### config.mk
export PLATFORM = sky130hd
export DESIGN_NAME = mux_scan_sequencer_flat
export DESIGN_NICKNAME = d
export VERILOG_FILES = /design/src/rtl/mux_scan_sequencer_if.sv /design/src/rtl/mux_scan_sequencer.sv /design/src/flat_wrapper.sv
export SDC_FILE = /design/constraint.sdc
export NUM_CORES = 1
export LEC_CHECK = 0
export BUFFER_PORTS_ARGS = -buffer_cell sky130_fd_sc_hd__buf_2
export CORE_ASPECT_RATIO = 1.75
export CORE_UTILIZATION = 32
export DETAILED_ROUTE_END_ITERATION = 7
export HOLD_SLACK_MARGIN = 0.02
export PLACE_DENSITY_LB_ADDON = 0.25
export SKIP_CTS_REPAIR_TIMING = 1
export SLEW_MARGIN = 20
export SYNTH_ARGS = -nofsm -noshare
export SYNTH_HDL_FRONTEND = slang
export SYNTH_SLANG_ARGS = --single-unit
### constraint.sdc
create_clock -name clk -period 1.75 [get_ports clk]
set_input_delay 0 -clock clk [delete_from_list [all_inputs] [get_ports clk]]
set_output_delay 0 -clock clk [all_outputs]
set_load 0.02 [all_outputs]
### src/rtl/mux_scan_sequencer_if.sv
// mux_scan_sequencer_if
//   Bundles the signals between the scan sequencer, the 4-to-1 mux it steers,
//   and the downstream consumer of the snapshot words.
//
//   Handshake: a word transfers on any rising clk edge where valid && ready.
//   While valid is high, data is held stable and valid stays high until that
//   transfer. ready may be high before valid appears.
//
//   Signals:
//     start       begin a scan (honoured only when idle)
//     continuous  restart a scan automatically after each transfer
//     y           mux output being sampled
//     select      mux select lines (channel 0..3)
//     busy        sequencer is not idle
//     data        4-bit snapshot word, bit n = sample of channel n
//     valid       data is valid
//     ready       consumer accepts data
//     fsm_state   current sequencer state, for observation only
//
//   Modports:
//     master  the sequencer side
//     slave   the environment side (mux + consumer + controller)
interface mux_scan_sequencer_if;
    logic       start;
    logic       continuous;
    logic       y;
    logic       ready;
    logic [1:0] select;
    logic       busy;
    logic [3:0] data;
    logic       valid;
    logic [1:0] fsm_state;

    modport master (
        input  start, continuous, y, ready,
        output select, busy, data, valid, fsm_state
    );

    modport slave (
        output start, continuous, y, ready,
        input  select, busy, data, valid, fsm_state
    );
endinterface

### src/rtl/mux_scan_sequencer.sv
// mux_scan_sequencer
//   Steps a 4-to-1 mux through channels 0..3, holds each channel for SETTLE
//   cycles, samples the mux output at the end of each hold and packs the four
//   samples into a 4-bit word offered on a valid/ready handshake. Runs once
//   per start pulse, or back to back while continuous is high.
//
//   Parameters:
//     SETTLE  cycles each channel is held before sampling (1..15)
//
//   Ports:
//     clk     rising-edge clock
//     rst_n   synchronous active-low reset
//     bus     mux_scan_sequencer_if.master (start, continuous, y, ready in;
//             select, busy, data, valid, fsm_state out)
//
//   Optional feature (macro MUX_SCAN_CHANGE_ONLY_EN):
//     In continuous mode a completed word equal to the last transferred word
//     is dropped and the next scan starts immediately. The first word after
//     reset and single-shot words are always delivered.
module mux_scan_sequencer #(
    parameter int SETTLE = 2
) (
    input logic                  clk,
    input logic                  rst_n,
    mux_scan_sequencer_if.master bus
);

    typedef enum logic [1:0] {
        IDLE = 2'd0,
        SCAN = 2'd1,
        HOLD = 2'd2
    } state_t;

    localparam logic [3:0] CNT_LAST = 4'(SETTLE - 1);

    state_t     state;
    logic [3:0] cnt;
    // Channel 3 is never stored here: its sample goes straight into data.
    logic [2:0] acc;
    logic [1:0] select_q;
    logic [3:0] data_q;
    logic       valid_q;
    logic       busy_q;
    logic [3:0] word;
    logic       drop;

    assign word = {bus.y, acc};

`ifdef MUX_SCAN_CHANGE_ONLY_EN
    logic [3:0] last_word;
    logic       have_last;

    assign drop = bus.continuous && have_last && (word == last_word);

    always_ff @(posedge clk) begin
        if (!rst_n) begin
            last_word <= 4'd0;
            have_last <= 1'b0;
        end else if (state == HOLD && bus.ready) begin
            last_word <= data_q;
            have_last <= 1'b1;
        end
    end
`else
    assign drop = 1'b0;
`endif

    always_ff @(posedge clk) begin
        if (!rst_n) begin
            state    <= IDLE;
            cnt      <= 4'd0;
            acc      <= 3'd0;
            select_q <= 2'd0;
            data_q   <= 4'd0;
            valid_q  <= 1'b0;
            busy_q   <= 1'b0;
        end else begin
            case (state)
                IDLE: begin
                    if (bus.start) begin
                        select_q <= 2'd0;
                        cnt      <= 4'd0;
                        busy_q   <= 1'b1;
                        state    <= SCAN;
                    end
                end
                SCAN: begin
                    if (cnt != CNT_LAST) begin
                        cnt <= cnt + 4'd1;
                    end else begin
                        case (select_q)
                            2'd0:    acc[0] <= bus.y;
                            2'd1:    acc[1] <= bus.y;
                            2'd2:    acc[2] <= bus.y;
                            default: ;
                        endcase
                        if (select_q != 2'd3) begin
                            select_q <= select_q + 2'd1;
                            cnt      <= 4'd0;
                        end else if (drop) begin
                            // Unchanged word: start over without offering it.
                            select_q <= 2'd0;
                            cnt      <= 4'd0;
                        end else begin
                            data_q  <= word;
                            valid_q <= 1'b1;
                            state   <= HOLD;
                        end
                    end
                end
                HOLD: begin
                    if (bus.ready) begin
                        valid_q <= 1'b0;
                        if (bus.continuous) begin
                            select_q <= 2'd0;
                            cnt      <= 4'd0;
                            state    <= SCAN;
                        end else begin
                            busy_q <= 1'b0;
                            state  <= IDLE;
                        end
                    end
                end
                default: begin
                    state   <= IDLE;
                    valid_q <= 1'b0;
                    busy_q  <= 1'b0;
                end
            endcase
        end
    end

    assign bus.select    = select_q;
    assign bus.data      = data_q;
    assign bus.valid     = valid_q;
    assign bus.busy      = busy_q;
    assign bus.fsm_state = state;

endmodule
### src/flat_wrapper.sv
// flat-port wrapper written by rule: the top's interface ports become plain ports
module mux_scan_sequencer_flat 
#(
    parameter int SETTLE = 2
)
  (clk, rst_n, bus_start, bus_continuous, bus_y, bus_ready, bus_select, bus_busy, bus_data, bus_valid, bus_fsm_state);
  mux_scan_sequencer_if bus_i ();
  input logic clk;
  input logic rst_n;
  input wire logic [$bits(bus_i.start)-1:0] bus_start;
  input wire logic [$bits(bus_i.continuous)-1:0] bus_continuous;
  input wire logic [$bits(bus_i.y)-1:0] bus_y;
  input wire logic [$bits(bus_i.ready)-1:0] bus_ready;
  output wire logic [$bits(bus_i.select)-1:0] bus_select;
  output wire logic [$bits(bus_i.busy)-1:0] bus_busy;
  output wire logic [$bits(bus_i.data)-1:0] bus_data;
  output wire logic [$bits(bus_i.valid)-1:0] bus_valid;
  output wire logic [$bits(bus_i.fsm_state)-1:0] bus_fsm_state;
  assign bus_i.start = bus_start;
  assign bus_i.continuous = bus_continuous;
  assign bus_i.y = bus_y;
  assign bus_i.ready = bus_ready;
  assign bus_select = bus_i.select;
  assign bus_busy = bus_i.busy;
  assign bus_data = bus_i.data;
  assign bus_valid = bus_i.valid;
  assign bus_fsm_state = bus_i.fsm_state;
  mux_scan_sequencer #(.SETTLE(SETTLE)) u_core (.clk(clk), .rst_n(rst_n), .bus(bus_i));
endmodule
======== Yosys cells after proc, flatten, opt, wreduce, memory -nomap -nowiden ========
Index checks and enable logic that the tools add are counted.
storage, ports and cells
  bits in registers ....................... 17
  bits of input ports ..................... 6
  logic and storage cells ................. 67
operators by class
  add/subtract/negate cells ............... 2
  equality and inequality tests ........... 14
  muxes and demuxes ....................... 26
  bitwise logic cells ..................... 4
  reductions and logical operators ........ 12
operators with widths
  cell                                           count
  two-way mux 4 bit                              5
  two-way mux 2 bit                              9
  != test 2 bit, second input constant           7
  case mux 2 bit (3 select lines)                2
  case mux 4 bit (3 select lines)                1
  AND reduction 3 bit                            4
  AND reduction 4 bit                            3
  two-way mux 1 bit                              7
  case mux 1 bit (3 select lines)                2
  AND reduction 6 bit                            1
  AND reduction 5 bit                            1
  adder 4 x 1 -> 4 bit, second input constant    1
  == test 2 x 1 -> 1 bit, second input constant  2
  == test 2 bit, second input constant           2
  logical NOT 2 bit                              2
  != test 4 x 1 -> 1 bit, second input constant  1
  inverter 1 bit                                 4
  != test 3 x 1 -> 1 bit, second input constant  1
  nonzero test 3 bit                             1
  adder 2 x 1 -> 2 bit, second input constant    1
  != test 2 x 1 -> 1 bit, second input constant  1

======== Depth between registers and ports, before layout ========
  depth after elaboration ................. 4
  depth in mapped cells ................... 7
  mapped depth without buffers ............ 6

======== Worst setup path after synthesis ========
OpenSTA, ideal clock, no wires.
  path type ............................... register -> register
  from .................................... reg u_core.select_q[0] (netlist: u_core.bus.select[0])
  to ...................................... reg u_core.select_q[0] (netlist: u_core.bus.select[0])
  library setup time ...................... 0.118 ns
  data arrival time ....................... 1.301 ns
  setup slack ............................. 0.331 ns
  stages on the path, launching flop included .. 6
  period minus slack after synthesis ...... 1.419 ns
  cells stage by stage .................... dfxtp_1 > ha_1 > nor4b_1 > nor2_1 > o21ai_1 > a21boi_1
between the ends
  longest elaborated chain between the ends .. 4
  elaborated cells on any way between the ends .. 7
  classes of those cells .................. add/sub (1); eq/ne (2); mux (3); reduce/logical (1)
RTL lines
  item                             RTL line                  text
  start: declaration               mux_scan_sequencer.sv:40  logic [1:0] select_q;
  start signal: assignment         mux_scan_sequencer.sv:98  select_q <= select_q + 2'd1;
  adder 2 x 1 -> 2 bit             mux_scan_sequencer.sv:98
  two-way mux 2 bit                mux_scan_sequencer.sv:97  if (select_q != 2'd3) begin
  two-way mux 2 bit                mux_scan_sequencer.sv:88  if (cnt != CNT_LAST) begin
  case mux 2 bit (3 select lines)  mux_scan_sequencer.sv:78  case (state)
Several ways; a longest one is shown, not always the timed one. The select of a mux whose other input is x is not followed.
A chain may end at the register's enable or synchronous reset.

======== Worst setup path in the final report ========
  from .................................... reg u_core.cnt[1]
  to ...................................... reg u_core.cnt[0]
between the ends
  longest elaborated chain between the ends .. 3
  elaborated cells on any way between the ends .. 5
  classes of those cells .................. eq/ne (2); mux (2); reduce/logical (1)
RTL lines
  item                                                                              RTL line                  text
  start: declaration                                                                mux_scan_sequencer.sv:37  logic [3:0] cnt;
  start signal: assignment                                                          mux_scan_sequencer.sv:89  cnt <= cnt + 4'd1;
  != test 4 x 1 -> 1 bit *                                                          mux_scan_sequencer.sv:88
  != test 3 x 1 -> 1 bit (no line) or two-way mux 4 bit (tied branches)             --
  AND reduction 5 bit (no line) or case mux 4 bit (3 select lines) (tied branches)  --
Every way passes the cells marked *; elsewhere a longest branch is shown, timed or not.

==> impl_metrics.py <==
metrics = {
    "logic_synthesis": {
        "ys.warnings.count": 0,
        "seq_area_frac_synth_pct": 36.8,
        "avgSynthCellArea_sq_um": 9.08,
        "ys_ff_latch": 17,
        "yosysTopAreaCellShare_pct": 36.8,
        "syn_inst": 102,
        "synthesis.nets": 114,
        "async_flop_share_pct": 0,
        "yosys-top-cells-count": "17 x dfxtp_1, 13 x nand2_1, 9 x nand3_1, 7 x a21boi_1, 7 x o21ai_0",
        "synth_area_leader_cell": "dfxtp_1",
        "synthTopCellsByArea": "dfxtp_1 37%, ha_1 8.1%, a21boi_1 5.7%",
        "synth_edf_count": 0,
        "synth.most_common_cell": "dfxtp_1",
        "synthDistinctLibCells": 33,
        "synth_ff_type": "dfxtp_1",
        "syn-cell-area_sq_um": 926,
    },
    "clock_tree": {
        "cts_sinks": 17,
        "insertion_delay_ps": 260,
        "htree_levels": 1,
        "cts_root_buf": "clkbuf_8",
        "cts_made_buffers": 3,
        "clk_pin_slew_ps": 70,
        "cts_tree": "done",
        "clockBufferDepth": 2,
    },
    "detailed_routing": {
        "dr.pass1.iters": 3,
        "via_per_inst": 5.16,
        "drc": 0,
        "drt_iter0_drc": 11,
        "num_vias": 748,
        "drt_wl_total_mm": 1.79,
        "wire_per_inst_um": 12.3,
        "drtAntennaViolNets": 0,
    },
    "critical_path": {
        "cp_data_required_time_ps": 1940,
        "worst-endpoint-arrival_ps": 1730,
        "crit_fanout": 6,
        "worstPathCellList": "inv_1 > ha_1 > nor3b_4 > and3_1 > nor2_4 > o22ai_2",
        "critPathTopFamily": "simple AND/OR/NAND/NOR gates",
        "worstSetupPathType": "register to register",
        "critPathBufInv": 1,
        "critical-path-max-stage-delay_ps": 390,
        "end_kind": "register",
        "start_kind": "register",
        "slowest_stage": "and3_1",
    },
    "sta": {
        "setup_violations": 0,
        "fin_crit_ps": 1540,
        "slew_viol_final": 0,
        "skew_ps": 5.42,
        "rsz0062_at_grt": "false",
        "max_slew_margin_pct": 69.1,
        "tightestPinTransition_ps": 456,
        "tns_ps": 0,
        "setup_slack_ps": 213,
        "hold_viol_final": 0,
        "fmax_ghz": 0.651,
        "whs_ps": 85.5,
        "period_share_pct": 87.8,
    },
    "finish": {
        "final_core_util_pct": 38.5,
        "fillers": 293,
        "layout.nets": 131,
        "n_antenna_cell": 0,
        "drive_gt1_share_pct": 22.9,
        "instances_no_fill": 145,
        "multi_input_area_sq_um": 509,
        "areaGrowthSynthToFinish_pct": 13.1,
        "register_area_sq_um": 340,
    },
    "power": {
        "power_frac_seq_pct": 50.5,
        "p_clk_share_pct": 37.9,
        "combPwrFrac_pct": 11.6,
        "p_per_area_nw_per_um2": 761,
        "power.internal_mw": 0.598,
        "p_switching_mw": 0.198,
        "cellLeakagePower_nw": 0.445,
        "ir_drop_v": 0.000507,
        "p_sw_share_pct": 24.9,
    },
    "global_route": {
        "gr-total-overflow": 0,
        "grt_pass1_wl_mm": 2.97,
        "grt_use_total_pct": 12.8,
        "grt_pass1_vias": 698,
        "gr-max-usage-layer": "met2",
        "gr-usage-met1_pct": 14.1,
        "grt_max_degree": 20,
        "grtUsageMet3_pct": 2.23,
        "antenna_found_initial": 0,
        "met2_usage_pct": 21.2,
    },
    "floorplan": {
        "start_util_pct": 34.0,
        "coreArea_sq_um": 2720,
        "pin_count": 16,
        "dieArea_sq_um": 3120,
        "die_h_um": 73.2,
        "num_rows": 25,
        "fp.dieW_um": 42.7,
    },
    "place": {
        "placed_cells": 140,
        "pre_cts_slack_ps": 209,
        "portBuffers": 15,
        "place_hpwl_mm": 1.30,
        "place_congestion": 0.769,
    },
    "run": {
        "cap_violations": 0,
    },
    "min_path": {
        "hold_class": "input port to register",
    },
    "outcome": {
        "run_status": "finished clean",
    },
}
==> cell usage in the layout (no fill, tap or decap) <==
master          n
a211o_2         1
a21boi_0        1
a21boi_1        7
a21oi_1         3
a22oi_1         1
a31oi_1         1
and2b_1         1
and3_1          1
and4b_2         1
buf_2          15
buf_4           2
clkbuf_1        1
clkbuf_8        3
dfxtp_1        17
dlygate4sd3_1   1
ha_1            6
inv_1           5
nand2_1        13
nand3_1         9
nand3b_1        1
nand4_1         1
nor2_1          3
nor2_4          1
nor2b_1         3
nor2b_4         1
nor3_4          1
nor3b_1         1
nor3b_4         1
nor4b_1         1
o211a_1         2
o21ai_0         7
o21ai_1         3
o22ai_1         1
o22ai_2         1
or2b_1          1
==> worst register-to-register path: stages, from the launching register on <==
cell and delay (ps):
dfxtp_1 350, inv_1 60, ha_1 170, nor3b_4 240
and3_1 390, nor2_4 90, o22ai_2 160
==> kinds of logic after synthesis <==
kind of cell               synth area share, %
DFF                                       36.8
buffers and inverters                     8.24
and+or+nand+nor                           26.6
AOI/OAI and AO/OA                         20.3
adders and majority gates                 8.11
==> routing by layer <==
| metal | vias to the layer above | wire [um] |
|---|---|---|
| li1 | 387 | - |
| met1 | 347 | 791 |
| met2 | 10 | 909 |
| met3 | 4 | 32 |
| met4 | 0 | 57 |
| met5 | - | 0 |
==> power by group through the flow <==
stage / combinational (mW) / clock (mW) / sequential, mW
4_1_cts: 0.0913 / 0.307 / 0.402
5_1_grt: 0.101 / 0.321 / 0.403
2_1_floorplan: 0.0668 / 0 / 0.415
3_5_place_dp: 0.0909 / 0 / 0.411
6_report: 0.0922 / 0.302 / 0.402
3_3_place_gp: 0.0906 / 0 / 0.411
==> registers in the layout (all words and copies together), names as in the netlist <==
| signal | count |
|---|---|
| u_core.bus.valid | 1 |
| u_core.bus.select | 2 |
| u_core.cnt | 4 |
| u_core.bus.fsm_state | 2 |
| u_core.bus.data | 4 |
| u_core.bus.busy | 1 |
| u_core.acc | 3 |
==> cell type report <==
type	instances	area share (%)
sequential	17	32.5
clock buffer	4	4.30
timing repair buffer	18	9.56
inverter	5	1.79
tap	27	3.23
multi-input combinational	74	48.6
==> worst paths after layout <==
path                      startpoint                      end  slack (ps)  cells past startpoint
setup / recovery       u_core.cnt[1]            u_core.cnt[0]         210                      6
hold reg to reg   u_core.bus.data[1]       u_core.bus.data[1]         450                      2
setup reg to reg       u_core.cnt[1]            u_core.cnt[0]         210                      6
hold / removal             bus_ready  u_core.bus.fsm_state[1]          90                      4
==> per-stage QoR <==
stage	area, sq um	total power [mW]
after CTS	1040	0.800
final	1050	0.796
after global routing	1050	0.825
after global placement	992	0.501
after detailed placement	992	0.502
after floorplan	926	0.482
(Power assumes the default switching activity.)
